[src/rtl/dqn_pkg.sv]
// Shared definitions for the DQN training datapath: word format, layer sizes,
// FSM encoding and Q8.8 saturation limits.
package dqn_pkg;
    localparam int WORD_W        = 16;
    localparam int N_H2          = 5;
    localparam int N_OUT         = 4;
    localparam int N_ELEM        = N_H2 * N_OUT;
    localparam int DEF_FRAC_BITS = 8;
    localparam int DEF_LR_SHIFT  = 4;

    typedef enum logic [1:0] {
        IDLE = 2'd0,
        CALC = 2'd1,
        DONE = 2'd2
    } state_t;

    localparam logic signed [WORD_W-1:0] Q_MAX = 16'sh7FFF;
    localparam logic signed [WORD_W-1:0] Q_MIN = 16'sh8000;
endpackage

[src/rtl/deltaw3_gen_mul_shift_sat.sv]
// Combinational delta element: d = sat16(-((err * a2) >>> (FRAC_BITS+LR_SHIFT))).
module mul_shift_sat
    import dqn_pkg::*;
#(
    parameter int FRAC_BITS = DEF_FRAC_BITS,
    parameter int LR_SHIFT  = DEF_LR_SHIFT
) (
    input  logic signed [WORD_W-1:0] err_i,
    input  logic signed [WORD_W-1:0] a2_i,
    output logic signed [WORD_W-1:0] delta_o
);
    logic signed [2*WORD_W-1:0] prod;
    logic signed [2*WORD_W-1:0] shifted;
    logic signed [2*WORD_W:0]   shifted_ext;
    logic signed [2*WORD_W:0]   neg;

    always_comb begin
        prod        = err_i * a2_i;
        shifted     = prod >>> (FRAC_BITS + LR_SHIFT);
        // One extra bit so negating the most negative shifted value cannot wrap
        shifted_ext = {shifted[2*WORD_W-1], shifted};
        neg         = -shifted_ext;
        if (neg > 33'sd32767) begin
            delta_o = Q_MAX;
        end else if (neg < -33'sd32768) begin
            delta_o = Q_MIN;
        end else begin
            delta_o = neg[WORD_W-1:0];
        end
    end
endmodule

[src/rtl/deltaw3_gen.sv]
// Layer-3 weight-delta generator: 20 deltas computed one per cycle through a
// single shared multiplier, then held in output registers for the weight bank.
module deltaw3_gen
    import dqn_pkg::*;
#(
    parameter int FRAC_BITS = DEF_FRAC_BITS,
    parameter int LR_SHIFT  = DEF_LR_SHIFT
) (
    input  logic                     clk,
    input  logic                     rst_n,
    input  logic                     start,
    input  logic signed [WORD_W-1:0] err_1,
    input  logic signed [WORD_W-1:0] err_2,
    input  logic signed [WORD_W-1:0] err_3,
    input  logic signed [WORD_W-1:0] err_4,
    input  logic signed [WORD_W-1:0] a2_1,
    input  logic signed [WORD_W-1:0] a2_2,
    input  logic signed [WORD_W-1:0] a2_3,
    input  logic signed [WORD_W-1:0] a2_4,
    input  logic signed [WORD_W-1:0] a2_5,
    output logic signed [WORD_W-1:0] deltaw3_11,
    output logic signed [WORD_W-1:0] deltaw3_12,
    output logic signed [WORD_W-1:0] deltaw3_13,
    output logic signed [WORD_W-1:0] deltaw3_14,
    output logic signed [WORD_W-1:0] deltaw3_21,
    output logic signed [WORD_W-1:0] deltaw3_22,
    output logic signed [WORD_W-1:0] deltaw3_23,
    output logic signed [WORD_W-1:0] deltaw3_24,
    output logic signed [WORD_W-1:0] deltaw3_31,
    output logic signed [WORD_W-1:0] deltaw3_32,
    output logic signed [WORD_W-1:0] deltaw3_33,
    output logic signed [WORD_W-1:0] deltaw3_34,
    output logic signed [WORD_W-1:0] deltaw3_41,
    output logic signed [WORD_W-1:0] deltaw3_42,
    output logic signed [WORD_W-1:0] deltaw3_43,
    output logic signed [WORD_W-1:0] deltaw3_44,
    output logic signed [WORD_W-1:0] deltaw3_51,
    output logic signed [WORD_W-1:0] deltaw3_52,
    output logic signed [WORD_W-1:0] deltaw3_53,
    output logic signed [WORD_W-1:0] deltaw3_54,
    output logic                     busy,
    output logic                     done
);
    localparam int K_W = $clog2(N_ELEM);

    state_t                   state_q, state_d;
    logic [K_W-1:0]           k_q, k_d;
    logic                     busy_q, busy_d;
    logic                     done_q, done_d;
    logic                     load, wr_en;
    logic signed [WORD_W-1:0] err_q   [N_OUT];
    logic signed [WORD_W-1:0] a2_q    [N_H2];
    logic signed [WORD_W-1:0] delta_q [N_ELEM];
    logic signed [WORD_W-1:0] delta_w;

    // k = 4*(i-1) + (j-1): low two bits pick the error, upper bits the activation
    mul_shift_sat #(
        .FRAC_BITS(FRAC_BITS),
        .LR_SHIFT (LR_SHIFT)
    ) u_mss (
        .err_i  (err_q[k_q[1:0]]),
        .a2_i   (a2_q[k_q[K_W-1:2]]),
        .delta_o(delta_w)
    );

    always_comb begin
        state_d = state_q;
        k_d     = k_q;
        load    = 1'b0;
        wr_en   = 1'b0;
        unique case (state_q)
            IDLE: begin
                if (start) begin
                    load    = 1'b1;
                    k_d     = '0;
                    state_d = CALC;
                end
            end
            CALC: begin
                wr_en = 1'b1;
                if (k_q == K_W'(N_ELEM - 1)) begin
                    k_d     = '0;
                    state_d = DONE;
                end else begin
                    k_d = k_q + 1'b1;
                end
            end
            DONE:    state_d = IDLE;
            default: state_d = IDLE;
        endcase
        busy_d = (state_d != IDLE);
        done_d = (state_q == DONE);
    end

    always_ff @(posedge clk or negedge rst_n) begin
        if (!rst_n) begin
            state_q <= IDLE;
            k_q     <= '0;
            busy_q  <= 1'b0;
            done_q  <= 1'b0;
            err_q   <= '{default: '0};
            a2_q    <= '{default: '0};
            delta_q <= '{default: '0};
        end else begin
            state_q <= state_d;
            k_q     <= k_d;
            busy_q  <= busy_d;
            done_q  <= done_d;
            if (load) begin
                err_q <= '{err_1, err_2, err_3, err_4};
                a2_q  <= '{a2_1, a2_2, a2_3, a2_4, a2_5};
            end
            if (wr_en) begin
                delta_q[k_q] <= delta_w;
            end
        end
    end

    assign busy = busy_q;
    assign done = done_q;

    assign deltaw3_11 = delta_q[0];
    assign deltaw3_12 = delta_q[1];
    assign deltaw3_13 = delta_q[2];
    assign deltaw3_14 = delta_q[3];
    assign deltaw3_21 = delta_q[4];
    assign deltaw3_22 = delta_q[5];
    assign deltaw3_23 = delta_q[6];
    assign deltaw3_24 = delta_q[7];
    assign deltaw3_31 = delta_q[8];
    assign deltaw3_32 = delta_q[9];
    assign deltaw3_33 = delta_q[10];
    assign deltaw3_34 = delta_q[11];
    assign deltaw3_41 = delta_q[12];
    assign deltaw3_42 = delta_q[13];
    assign deltaw3_43 = delta_q[14];
    assign deltaw3_44 = delta_q[15];
    assign deltaw3_51 = delta_q[16];
    assign deltaw3_52 = delta_q[17];
    assign deltaw3_53 = delta_q[18];
    assign deltaw3_54 = delta_q[19];
endmodule
[config.mk]
export PLATFORM = sky130hd
export DESIGN_NAME = deltaw3_gen
export DESIGN_NICKNAME = d
export VERILOG_FILES = /design/src/rtl/dqn_pkg.sv /design/src/rtl/deltaw3_gen_mul_shift_sat.sv /design/src/rtl/deltaw3_gen.sv
export SDC_FILE = /design/constraint.sdc
export NUM_CORES = 1
export LEC_CHECK = 0
export ABC_AREA = 1
export BUFFER_PORTS_ARGS = -buffer_cell sky130_fd_sc_hd__buf_2
export CAP_MARGIN = 15
export CORE_MARGIN = 5
export CORE_UTILIZATION = 60
export CTS_CLUSTER_DIAMETER = 80
export DETAILED_ROUTE_END_ITERATION = 16
export PLACE_DENSITY = 0.84
export SYNTH_ARGS = -nofsm -noshare
export SYNTH_HDL_FRONTEND = slang
export SYNTH_SLANG_ARGS = --single-unit
[constraint.sdc]
create_clock -name clk -period 14.7 [get_ports clk]
set_input_delay 1.47 -clock clk [delete_from_list [all_inputs] [get_ports clk]]
set_output_delay 1.47 -clock clk [all_outputs]
set_load 0.1 [all_outputs]
==> flow_summary.yaml, run 1 <==
logic_synthesis:
  synthDistinctLibCells: 46
  yosys_warnings: 0
  synth-seq-area-share_pct: 39.1
  synth-seq-cells: 473
  syn_area_per_cell_um2: 8.74
  syn_inst: 3462
  synth_area_mm2: 0.0302
  synth_nets: 3955
setup_path:
  reg2reg_slack_ps: 3640
  cpPeakStageDelay_ps: 880
  worstPathRequired_ps: 15160
  path_class: "reg -> reg"
  cp.arrival_ps: 11520
  cp_slowest_cell: "inv_1"
  worstSetupEndpointType: "register"
  start_kind: "register"
  crit_path_start: "k_q[1]$_DFFE_PN0P_"
  crit_top_cell: "fa_1"
  cp_max_fo: 33
  timing.rr.start: "k_q[1]$_DFFE_PN0P_"
route:
  detail-route-antenna-nets: 0
  via_per_inst: 5.57
  drc: 0
  drtPass1Iterations: 8
  via_count: 25618
  wire_per_inst_um: 19.8
  wl_met2_um: 42600
  maxUsedRoutingLayer: "met4"
  m1WireLength_um: 33200
  routed_wl_um: 91000
  dr_wl_met3_um: 9290
  drt_iter0_markers: 2485
placed_design:
  portBuffers: 468
  dp_slack_ps: 3900
  dpl.hpwl_um: 67500
  gp_congestion: 0.987
min_path:
  holdCritPathClass: "reg -> reg"
  min_from: "deltaw3_21[8]$_DFFE_PN0P_"
floorplanning:
  initial_utilization_pct: 60.5
  core_area_mm2: 0.0500
  num_io_pins: 469
  rows: 82
  floorplan.die_area_mm2: 0.0550
  fp.dieH_um: 235
  die_w_um: 235
finish:
  layout_commonest_cell: "nand2_1"
  largest_register_ffs: 80
  layout_common_cells: "nand2_1 (1316), dfrtp_1 (473), buf_2 (467)"
  fillers: 3672
  layout-drive-gt1-share_pct: 20.6
  multiInputGateArea_mm2: 0.0160
  fin_nets: 4385
  area_delta_synth_final_pct: 14.4
  top_regs: "a2_q (80), err_q (64)"
  regMostFlops: "a2_q"
  seq_area_mm2: 0.0118
cts:
  clkTransAtPathRegs_ps: 60
  clk_latency_ps: 590
  clockBufferDepth: 3
  htreeDepth: 2
  hold_buffers: 0
  post_cts_resized: 0
  numCtsBuffers: 46
  numClockSinks: 473
  postCtsSetupRepairBufs: 0
  cts_tree: "done"
  ctsRootBufferMaster: "clkbuf_16"
global_routing:
  overflow: 0
  grt_pass1_wl_um: 141000
  grt_max_degree: 196
  antenna_found_initial: 2
  grt_use_total_pct: 32.9
  grt_pass1_vias: 26010
timing:
  rsz0062_at_grt: "false"
  fin_crit_ps: 11060
  max_clock_freq_mhz: 90.4
  hold_viol: 0
  setup_viol: 0
  setup_tns_ps: 0
  relSlewSlack_pct: 22.1
  min_period_over_period_pct: 75.3
  skew_ps: 22.5
  fin_ws_ps: 3640
  tightest_slew_ps: 1170
  drv_slew: 0
run_status:
  status: "complete, no violations"
job:
  drv_cap: 0
critical path: cells and delay by family, from the launching register on:
kind                       cells  cell delay (ps)
AOI/OAI and AO/OA              6             1850
adders and majority gates      7             3540
DFF                            1              470
xor gates and xnor gates       1              190
buffers and inverters          5             1720
and+or+nand+nor               14             3120
cell families (layout without fill, tap and decap cells):
group	after synthesis	after routing	synth area share (%)
DFF	473	473	39.1
buffers and inverters	593	1057	8.15
AOI/OAI and AO/OA	156	156	3.11
muxes	134	134	4.99
xor gates and xnor gates	15	15	0.459
and+or+nand+nor	1745	1745	23.4
adders and majority gates	346	346	20.8
other	0	2	0
through the flow:
| step | area [um^2] | hold slack [ps] | util [%] | std cells |
|---|---|---|---|---|
| floorplan | 30200 | 423 | - | 3462 |
| global placement | 33100 | 449 | 66.2 | 4515 |
| detailed placement | 33100 | 460 | 66.2 | 4516 |
| CTS | 34600 | 475 | 69.3 | 4598 |
| global route | 34600 | 491 | 69.3 | 4600 |
| finish | 34600 | 475 | 69.3 | 4600 |
per-layer routing:
layer  vias up  track usage, %
li1      11355               -
met1     12460            42.3
met2      1455            52.5
met3       348            8.15
met4         0            16.8
met5         -               0
cell usage after synthesis, drive strengths merged:
master | n | area (um^2)
nand2 | 1362 | 5290
dfrtp | 473 | 11800
inv | 438 | 1640
nor2 | 262 | 1080
fa | 261 | 5230
mux2 | 134 | 1510
ha | 85 | 1060
nand3 | 84 | 468
clkbuf | 72 | 270
buf | 55 | 445
a21oi | 53 | 265
o21ai | 50 | 262
clkinv | 28 | 106
nand4 | 17 | 106
a32oi | 14 | 123
a31oi | 10 | 62.6
a22o | 9 | 78.8
nor3 | 8 | 45.0
xnor2 | 8 | 70.1
or2 | 7 | 43.8
xor2 | 7 | 68.8
a21o | 6 | 45.0
o21a | 4 | 30.0
nand3b | 3 | 22.5
o21bai | 3 | 22.5
o22ai | 3 | 18.8
a21boi | 2 | 15.0
a311oi | 1 | 8.76
and3 | 1 | 6.26
nor4 | 1 | 6.26
o221a | 1 | 11.3
cell type report:
class                      count  share of cell area [%]
multi-input combinational   2396                    46.1
sequential                   473                    34.2
timing repair buffer         509                    7.77
inverter                     466                    5.06
clock buffer                  63                    3.83
tap                          672                    2.43
clock inverter                19                   0.586
antenna                        2                  0.0145
worst paths after layout:
path / cells after the start / to
min in group asynchronous: 1 / err_q[54]$_DFFE_PN0P_
max in group asynchronous: 3 / deltaw3_12[6]$_DFFE_PN0P_
worst max register to register: 33 / deltaw3_13[4]$_DFFE_PN0P_
worst min register to register: 2 / deltaw3_21[8]$_DFFE_PN0P_
worst max-delay path: 33 / deltaw3_13[4]$_DFFE_PN0P_
worst min-delay path: 2 / deltaw3_21[8]$_DFFE_PN0P_
Power of run 1 is left out: the tool's default activity adds up to more than one toggle a clock period on the data nets, which glitch-free logic cannot reach.
==> run 2, diff against run 1 <==
CORE_UTILIZATION = 58   (was 60)
PLACE_DENSITY = 0.81   (was 0.84)
clock period = 10.81 ns   (was 14.7 ns; I/O delays follow)
==> run 2 against run 1 <==
Compared with the run above:
- cell count rose by 0.72%
- global-route usage fell by 0.78 points
- die area rose by 3.3%
==> flow_summary.yaml, run 2 (synthesis gave the netlist of run 1 again) <==
timing:
  drv_slew: 0
  tightest_slew_ps: 1240
  setup_tns_ps: 0
  relSlewSlack_pct: 16.9
  min_period_over_period_pct: 92.1
  skew_ps: 41.6
  max_clock_freq_mhz: 100
  rsz0062_at_grt: "false"
  fin_crit_ps: 9960
  hold_viol: 0
  setup_viol: 0
setup_path:
  timing.rr.start: "k_q[2]$_DFFE_PN0P_"
  path_class: "reg -> reg"
  r2r_cells: 34
  worstSetupEndpointType: "register"
  cp_max_fo: 20
  cp_slowest_cell: "nor2_1"
  endpoint: "deltaw3_34[5]$_DFFE_PN0P_"
  reg2reg_slack_ps: 850
  crit_path_start: "k_q[2]$_DFFE_PN0P_"
  worstPathRequired_ps: 11290
  cp.arrival_ps: 10430
  cpPeakStageDelay_ps: 620
  reg2reg_to: "deltaw3_34[5]$_DFFE_PN0P_"
  start_kind: "register"
placed_design:
  gp_congestion: 0.992
  portBuffers: 468
  placed_cell_area_mm2: 0.0332
  dpl.hpwl_um: 68900
route:
  drtPass1Iterations: 5
  maxUsedRoutingLayer: "met5"
  wl_met2_um: 42700
  routed_wl_um: 92400
  detail-route-antenna-nets: 0
  m1WireLength_um: 33700
  via_count: 25639
  drt_iter0_markers: 2290
  via_per_inst: 5.53
  dr_wl_met3_um: 10300
  drc: 0
  wire_per_inst_um: 19.9
finish:
  top_regs: "a2_q (80), err_q (64)"
  area_delta_synth_final_pct: 15.4
  multiInputGateArea_mm2: 0.0160
  layout_commonest_cell: "nand2_1"
  fin_nets: 4403
  finalInstanceArea_mm2: 0.0349
  largest_register_ffs: 80
  layout-drive-gt1-share_pct: 20.9
  fillers: 3982
  layout_common_cells: "nand2_1 (1316), dfrtp_1 (473), buf_2 (467)"
  regMostFlops: "a2_q"
  seq_area_mm2: 0.0118
  postLayoutCoreUtil_pct: 67.7
floorplanning:
  core_area_mm2: 0.0515
  die_w_um: 238
  rows: 83
  fp.dieH_um: 238
  num_io_pins: 469
  initial_utilization_pct: 58.7
  floorplan.die_area_mm2: 0.0568
cts:
  hold_buffers: 0
  htreeDepth: 2
  postCtsSetupRepairBufs: 0
  cts_tree: "done"
  clk_latency_ps: 600
  ctsRootBufferMaster: "clkbuf_16"
  clkTransAtPathRegs_ps: 60
  post_cts_resized: 0
  numClockSinks: 473
  clockBufferDepth: 3
  numCtsBuffers: 49
global_routing:
  grt_pass1_wl_um: 143000
  overflow: 0
  grt_max_degree: 159
  antenna_found_initial: 8
  grt_pass1_vias: 25794
  grt_use_total_pct: 32.1
run_status:
  status: "complete, no violations"
min_path:
  holdCritPathClass: "reg -> reg"
  min_from: "deltaw3_53[4]$_DFFE_PN0P_"
job:
  drv_cap: 0
==> run 2: cell types whose count changed in the layout (fill, tap and decap cells not counted), moves of 2 or more <==
cell,previous run,this run
buf_4,38,52
clkbuf_16,47,50
clkinv_2,11,6
clkbuf_1,7,12
diode_2,2,7
bufinv_16,3,5
==> run 2: per-stage QoR <==
step	worst slack [ps]	instances	hold slack, ps
6_report	855	4633	471
3_5_place_dp	1020	4536	436
3_3_place_gp	1180	4536	451
4_1_cts	967	4623	460
5_1_grt	221	4631	485
2_1_floorplan	2720	3462	423
==> run 2: final cells by class <==
| cell class | instances | area share [%] |
|---|---|---|
| tap | 680 | 2.44 |
| multi-input combinational | 2396 | 45.7 |
| timing repair buffer | 524 | 8.04 |
| antenna | 7 | 0.0502 |
| clock buffer | 72 | 4.11 |
| clock inverter | 15 | 0.688 |
| inverter | 466 | 5.02 |
| sequential | 473 | 33.9 |
==> run 2: how the worst min path moves through the flow <==
stage,endpoint,depth (start not counted)
after global placement,done$_DFF_PN0_,1
after global routing,deltaw3_23[11]$_DFFE_PN0P_,2
after floorplan,done$_DFF_PN0_,1
after CTS,done$_DFF_PN0_,1
after detailed placement,done$_DFF_PN0_,1
final,deltaw3_53[4]$_DFFE_PN0P_,2
==> run 2: critical path: cells and delay by family (launching register included) <==
kind / cells / cell delay [ps]
buffers and inverters: 5 / 1140
AOI/OAI and AO/OA: 4 / 1150
DFF: 1 / 500
and+or+nand+nor: 18 / 3550
adders and majority gates: 7 / 3450
==> run 2: layer usage <==
metal	up-vias	global-route usage, %
li1	11393	-
met2	1453	51.0
met3	308	9.75
met5	-	0
met1	12479	40.6
met4	6	15.7
Power of run 2 is left out for the same reason.
